===== config.mk =====
export PLATFORM = sky130hd
export DESIGN_NAME = imm_gen_pipe
export DESIGN_NICKNAME = d
export VERILOG_FILES = /design/src/rtl/imm_gen_pipe.sv
export SDC_FILE = /design/constraint.sdc
export NUM_CORES = 1
export LEC_CHECK = 0
export ABC_AREA = 0
export BUFFER_PORTS_ARGS = -buffer_cell sky130_fd_sc_hd__buf_2
export CAP_MARGIN = 20
export CORE_MARGIN = 2
export CORE_UTILIZATION = 57
export DETAILED_ROUTE_END_ITERATION = 16
export GPL_TIMING_DRIVEN = 1
export PLACE_DENSITY = 0.84
export SKIP_LAST_GASP = 1
export SLEW_MARGIN = 10
export SYNTH_ARGS = -nofsm -noshare
export SYNTH_HDL_FRONTEND = slang
export SYNTH_SLANG_ARGS = --single-unit

===== constraint.sdc =====
create_clock -name clk -period 4.2 [get_ports clk]
set_input_delay 0.84 -clock clk [delete_from_list [all_inputs] [get_ports clk]]
set_output_delay 0.84 -clock clk [all_outputs]
set_load 0.02 [all_outputs]

===== src/rtl/imm_gen_pipe.sv =====
// Registered RISC-V immediate generator with a 2-entry (main + skid) valid/ready pipeline stage.
// Optional macro IMM_GEN_CSR_EN: enables the CSR zimm type (101); otherwise 101 is reserved.
module imm_gen_pipe #(
    parameter int XLEN  = 32,
    parameter int TAG_W = 5
) (
    input  logic             clk,
    input  logic             rst,
    input  logic             flush,
    input  logic             in_valid,
    output logic             in_ready,
    input  logic [31:0]      in_inst,
    input  logic [2:0]       in_type,
    input  logic [TAG_W-1:0] in_tag,
    output logic             out_valid,
    input  logic             out_ready,
    output logic [XLEN-1:0]  out_imm,
    output logic [TAG_W-1:0] out_tag,
    output logic             out_illegal
);

    generate
        if (XLEN != 32 && XLEN != 64) begin : g_bad_xlen
            $error("imm_gen_pipe: XLEN must be 32 or 64");
        end
    endgenerate

    logic [31:0]      imm32;
    logic             ill_c;
    logic [XLEN-1:0]  imm_ext;
    logic             unused_inst_bits;

    assign unused_inst_bits = ^{in_inst[14:12], in_inst[6:0]};

    // Every format is first formed as a 32-bit sign-extended value; RV64 widens from bit 31.
    always_comb begin
        imm32 = '0;
        ill_c = 1'b0;
        case (in_type)
            3'b000: imm32 = {{20{in_inst[31]}}, in_inst[31:20]};
            3'b001: imm32 = {{20{in_inst[31]}}, in_inst[31:25], in_inst[11:7]};
            3'b010: imm32 = {{19{in_inst[31]}}, in_inst[31], in_inst[7],
                             in_inst[30:25], in_inst[11:8], 1'b0};
            3'b011: imm32 = {in_inst[31:12], 12'b0};
            3'b100: imm32 = {{11{in_inst[31]}}, in_inst[31], in_inst[19:12],
                             in_inst[20], in_inst[30:21], 1'b0};
`ifdef IMM_GEN_CSR_EN
            3'b101: imm32 = {27'b0, in_inst[19:15]};
`else
            3'b101: ill_c = 1'b1;
`endif
            default: ill_c = 1'b1;
        endcase
    end

    generate
        if (XLEN == 64) begin : g_x64
            assign imm_ext = {{32{imm32[31]}}, imm32};
        end else begin : g_x32
            assign imm_ext = imm32;
        end
    endgenerate

    logic             m_valid_q, m_valid_d;
    logic [XLEN-1:0]  m_imm_q,   m_imm_d;
    logic [TAG_W-1:0] m_tag_q,   m_tag_d;
    logic             m_ill_q,   m_ill_d;
    logic             s_valid_q, s_valid_d;
    logic [XLEN-1:0]  s_imm_q,   s_imm_d;
    logic [TAG_W-1:0] s_tag_q,   s_tag_d;
    logic             s_ill_q,   s_ill_d;
    logic             in_ready_q, in_ready_d;
    logic             acc, pop;

    assign acc = in_valid & in_ready_q;
    assign pop = m_valid_q & out_ready;

    always_comb begin
        m_valid_d = m_valid_q;
        m_imm_d   = m_imm_q;
        m_tag_d   = m_tag_q;
        m_ill_d   = m_ill_q;
        s_valid_d = s_valid_q;
        s_imm_d   = s_imm_q;
        s_tag_d   = s_tag_q;
        s_ill_d   = s_ill_q;
        if (flush) begin
            m_valid_d = 1'b0;
            s_valid_d = 1'b0;
        end else if (pop && s_valid_q) begin
            m_valid_d = 1'b1;
            m_imm_d   = s_imm_q;
            m_tag_d   = s_tag_q;
            m_ill_d   = s_ill_q;
            s_valid_d = 1'b0;
        end else if (acc && (!m_valid_q || pop)) begin
            m_valid_d = 1'b1;
            m_imm_d   = imm_ext;
            m_tag_d   = in_tag;
            m_ill_d   = ill_c;
        end else if (acc) begin
            s_valid_d = 1'b1;
            s_imm_d   = imm_ext;
            s_tag_d   = in_tag;
            s_ill_d   = ill_c;
        end else if (pop) begin
            m_valid_d = 1'b0;
        end
        // Registered copy of ~S.valid so in_ready never depends combinationally on out_ready.
        in_ready_d = ~s_valid_d;
    end

    always_ff @(posedge clk) begin
        if (rst) begin
            m_valid_q  <= 1'b0;
            m_imm_q    <= '0;
            m_tag_q    <= '0;
            m_ill_q    <= 1'b0;
            s_valid_q  <= 1'b0;
            s_imm_q    <= '0;
            s_tag_q    <= '0;
            s_ill_q    <= 1'b0;
            in_ready_q <= 1'b1;
        end else begin
            m_valid_q  <= m_valid_d;
            m_imm_q    <= m_imm_d;
            m_tag_q    <= m_tag_d;
            m_ill_q    <= m_ill_d;
            s_valid_q  <= s_valid_d;
            s_imm_q    <= s_imm_d;
            s_tag_q    <= s_tag_d;
            s_ill_q    <= s_ill_d;
            in_ready_q <= in_ready_d;
        end
    end

    assign in_ready    = in_ready_q;
    assign out_valid   = m_valid_q;
    assign out_imm     = m_imm_q;
    assign out_tag     = m_tag_q;
    assign out_illegal = m_ill_q;

endmodule


==> impl_metrics.env <==
export IMPL_status="finished, final reports clean"
export IMPL_post_cts_buffers=0
export IMPL_yosys_warnings=0
export IMPL_grt_usage=0.250
export IMPL_hold_end="s_imm_q[3]"
export IMPL_cts_buffers=9
export IMPL_path_cells="buf_2 > inv_2 > a221o_1 > a2111oi_0 > a21o_1"
export IMPL_gr_total_overflow=0
export IMPL_crit_reg2reg_capture="out_imm[22]"
export IMPL_fillers=489
export IMPL_p_switching_mw=0.404
export IMPL_total_power_mw=1.57
export IMPL_rrSetupSlack_ns=1.95
export IMPL_grt_pass1_vias=2910
export IMPL_cts_resized=0
export IMPL_drive_above_1_share=0.237
export IMPL_fin_crit_ns=2.32
export IMPL_viasPerCell=5.91
export IMPL_worstSetupPathType="in2reg"
export IMPL_irDropWorstVdd_mv=0.263
export IMPL_whs_ns=0.450
export IMPL_finalSetupViolations=0
export IMPL_synth_fp_nets=451
export IMPL_hold_class="reg2reg"
export IMPL_clock_sinks=79
export IMPL_drtPass1Iterations=5
export IMPL_slowest_stage="a221o_1"
export IMPL_syn_to_final_growth_pct=16.6
export IMPL_yosysTopAreaCell="dfxtp_1"
export IMPL_holdPathStages=2
export IMPL_fp_coreArea_sq_um=5920
export IMPL_post_route_cell_area_sq_um=4090
export IMPL_die_w_um=82.4
export IMPL_end_kind="flip-flop"
export IMPL_cp_start_kind="input pin"
export IMPL_vias=3210
export IMPL_fin_skew_ns=0.0128
export IMPL_seq_area_frac_synth=0.452
export IMPL_crit_required_ns=4.49
export IMPL_initial_core_util=0.592
export IMPL_clk_pin_slew_ns=0.08
export IMPL_synth_cell_area_sq_um=3500
export IMPL_cts_path_max_buffers=2
export IMPL_synth_top_area_share=0.452
export IMPL_grt_pass1_wl_mm=13.0
export IMPL_wl_mm=8.38
export IMPL_dp_hpwl_mm=5.46
export IMPL_antenna_found_initial=0
export IMPL_syn_inst=406
export IMPL_pwr_share_seq=0.499
export IMPL_io_pins=85
export IMPL_synth_avg_cell_area_sq_um=8.63
export IMPL_drv_cap=0
export IMPL_io_buffers=77
export IMPL_postPlaceCellArea_sq_um=3860
export IMPL_worst_pin_slew_ns=1.09
export IMPL_drcViolationCount=0
export IMPL_cp_arrival_ns=2.60
export IMPL_ant_nets=0
export IMPL_finalHoldViolCount=0
export IMPL_synth_area_top_cells="dfxtp_1 (45%), nor2_1 (6.3%), nand2_1 (5.7%), a211oi_1 (5.6%), a2bb2oi_1 (4.0%)"
export IMPL_leakagePower_nw=1.78
export IMPL_htree_num_levels=3
export IMPL_p_int_mw=1.17
export IMPL_gp_congestion=0.840
export IMPL_min_delay_start="s_imm_q[3]"
export IMPL_swShare=0.257
export IMPL_period_share=0.552
export IMPL_synth_edf_count=0
export IMPL_crit_fanout=24
export IMPL_maxSlewViolCount=0
export IMPL_setup_tns_final_ns=0
export IMPL_diodes=0
export IMPL_first_iter_violations=194
export IMPL_timing_fmax_mhz=432
export IMPL_hold_buffers=0
export IMPL_reg2reg_depth=4
export IMPL_wl_per_cell_um=15.4
export IMPL_rsz0062_at_grt="no"
export IMPL_finalNetCount=508
export IMPL_comb_power_share=0.126
export IMPL_grt_max_degree=46
export IMPL_rows=28
export IMPL_clockPowerShare=0.375
export IMPL_cts_tree="built"
export IMPL_clock_latency_ns=0.35
export IMPL_slew_headroom=0.272
export IMPL_fp_dieArea_sq_um=6790
export IMPL_synth_distinct_cells=41
export IMPL_synthFlopType="dfxtp_1"
export IMPL_power_density_nw_per_um2=385
export IMPL_reg2reg_from="out_valid"
export IMPL_die_h_um=82.4
export IMPL_root_buffer="clkbuf_8"
export IMPL_ys_ff_latch=79
export IMPL_slowest_delay_ns=0.73
export IMPL_synth_async_reset_ratio=0
export IMPL_fin_util=0.690
power by group through the flow:
stage	clock, mW	sequential, mW	combinational (mW)
CTS	0.593	0.785	0.198
detailed placement	0	0.803	0.196
global route	0.629	0.789	0.215
floorplan	0	0.827	0.109
finish	0.590	0.786	0.199
global placement	0	0.802	0.194
cell type report:
cell class                 count  area, sq um  area share
multi-input combinational    286         1750       0.428
sequential                    79         1580       0.387
timing repair buffer          83          438       0.107
clock buffer                  13          169      0.0413
tap                           75         93.8      0.0230
clock inverter                 3         40.0     0.00980
inverter                       4         15.0     0.00368
sequential cells by signal (all words and copies together) (netlist names):
signal,count
out_valid,1
out_imm,32
out_illegal,1
s_ill_q,1
in_ready,1
out_tag,5
s_valid_q,1
s_tag_q,5
s_imm_q,32
layout by cell type, fill, tap and decap left out, types with 2 or more instances in the layout:
cell type / synthesis / layout
dfxtp_1: 79 / 79
buf_2: 11 / 77
nor2_1: 59 / 59
nand2_1: 53 / 53
a21oi_1: 26 / 26
a211oi_1: 26 / 26
a21o_1: 16 / 16
a2bb2oi_1: 16 / 16
clkbuf_8: 0 / 12
mux2i_1: 10 / 10
o21ai_0: 8 / 8
nand3_1: 8 / 8
nor3_1: 7 / 7
a2111oi_2: 7 / 7
nor3b_1: 5 / 5
nand2b_1: 5 / 5
a311oi_1: 5 / 5
buf_4: 2 / 5
nand4_1: 4 / 4
nor4bb_1: 4 / 4
a2111oi_0: 4 / 4
a221oi_1: 4 / 4
o311ai_0: 4 / 4
inv_1: 3 / 3
and3_1: 3 / 3
clkinv_2: 0 / 2
worst max-delay path: cells and delay by family:
family | cells | cell delay, ns
AOI/OAI and AO/OA | 3 | 1.55
buffers and inverters | 2 | 0.20
cells by family (layout without fill, tap and decap cells):
| group | after synthesis | in the layout | synth area share |
|---|---|---|---|
| and+or+nand+nor | 154 | 154 | 0.199 |
| AOI/OAI and AO/OA | 121 | 121 | 0.265 |
| DFF | 79 | 79 | 0.452 |
| buffers and inverters | 41 | 103 | 0.0525 |
| muxes | 10 | 10 | 0.0286 |
| adders and majority gates | 1 | 1 | 0.00322 |
Yosys cell counts, drive strengths merged, types with 7 or more instances:
cell type and count:
dfxtp 79, nor2 59, nand2 54, a211oi 26, a21oi 26, clkbuf 21, a21o 16, a2bb2oi 16
buf 16, a2111oi 11, mux2i 10, nand3 8, o21ai 8, nor3 7
how the worst max path moves through the flow:
stage | start | to | slack [ns]
global placement | out_ready | out_imm[22] | 1.60
finish | out_ready | out_imm[22] | 1.88
floorplan | in_type[2] | out_imm[21] | 2.19
global route | out_ready | out_imm[22] | 1.76
detailed placement | out_ready | out_imm[22] | 1.58
CTS | out_ready | out_imm[22] | 1.92
routing by layer:
layer / vias up / track usage / routed length [um]
li1: 1581 / - / -
met1: 1487 / 0.316 / 3790
met2: 129 / 0.400 / 3900
met3: 13 / 0.0609 / 549
met4: 0 / 0.117 / 142
met5: - / 0 / 0
per-stage QoR:
stage / worst slack (ns) / cells
2_1_floorplan: 2.19 / 406
3_5_place_dp: 1.58 / 526
3_3_place_gp: 1.60 / 526
4_1_cts: 1.92 / 542
6_report: 1.88 / 543
5_1_grt: 1.76 / 543
Power figures use the tool's default switching activity.
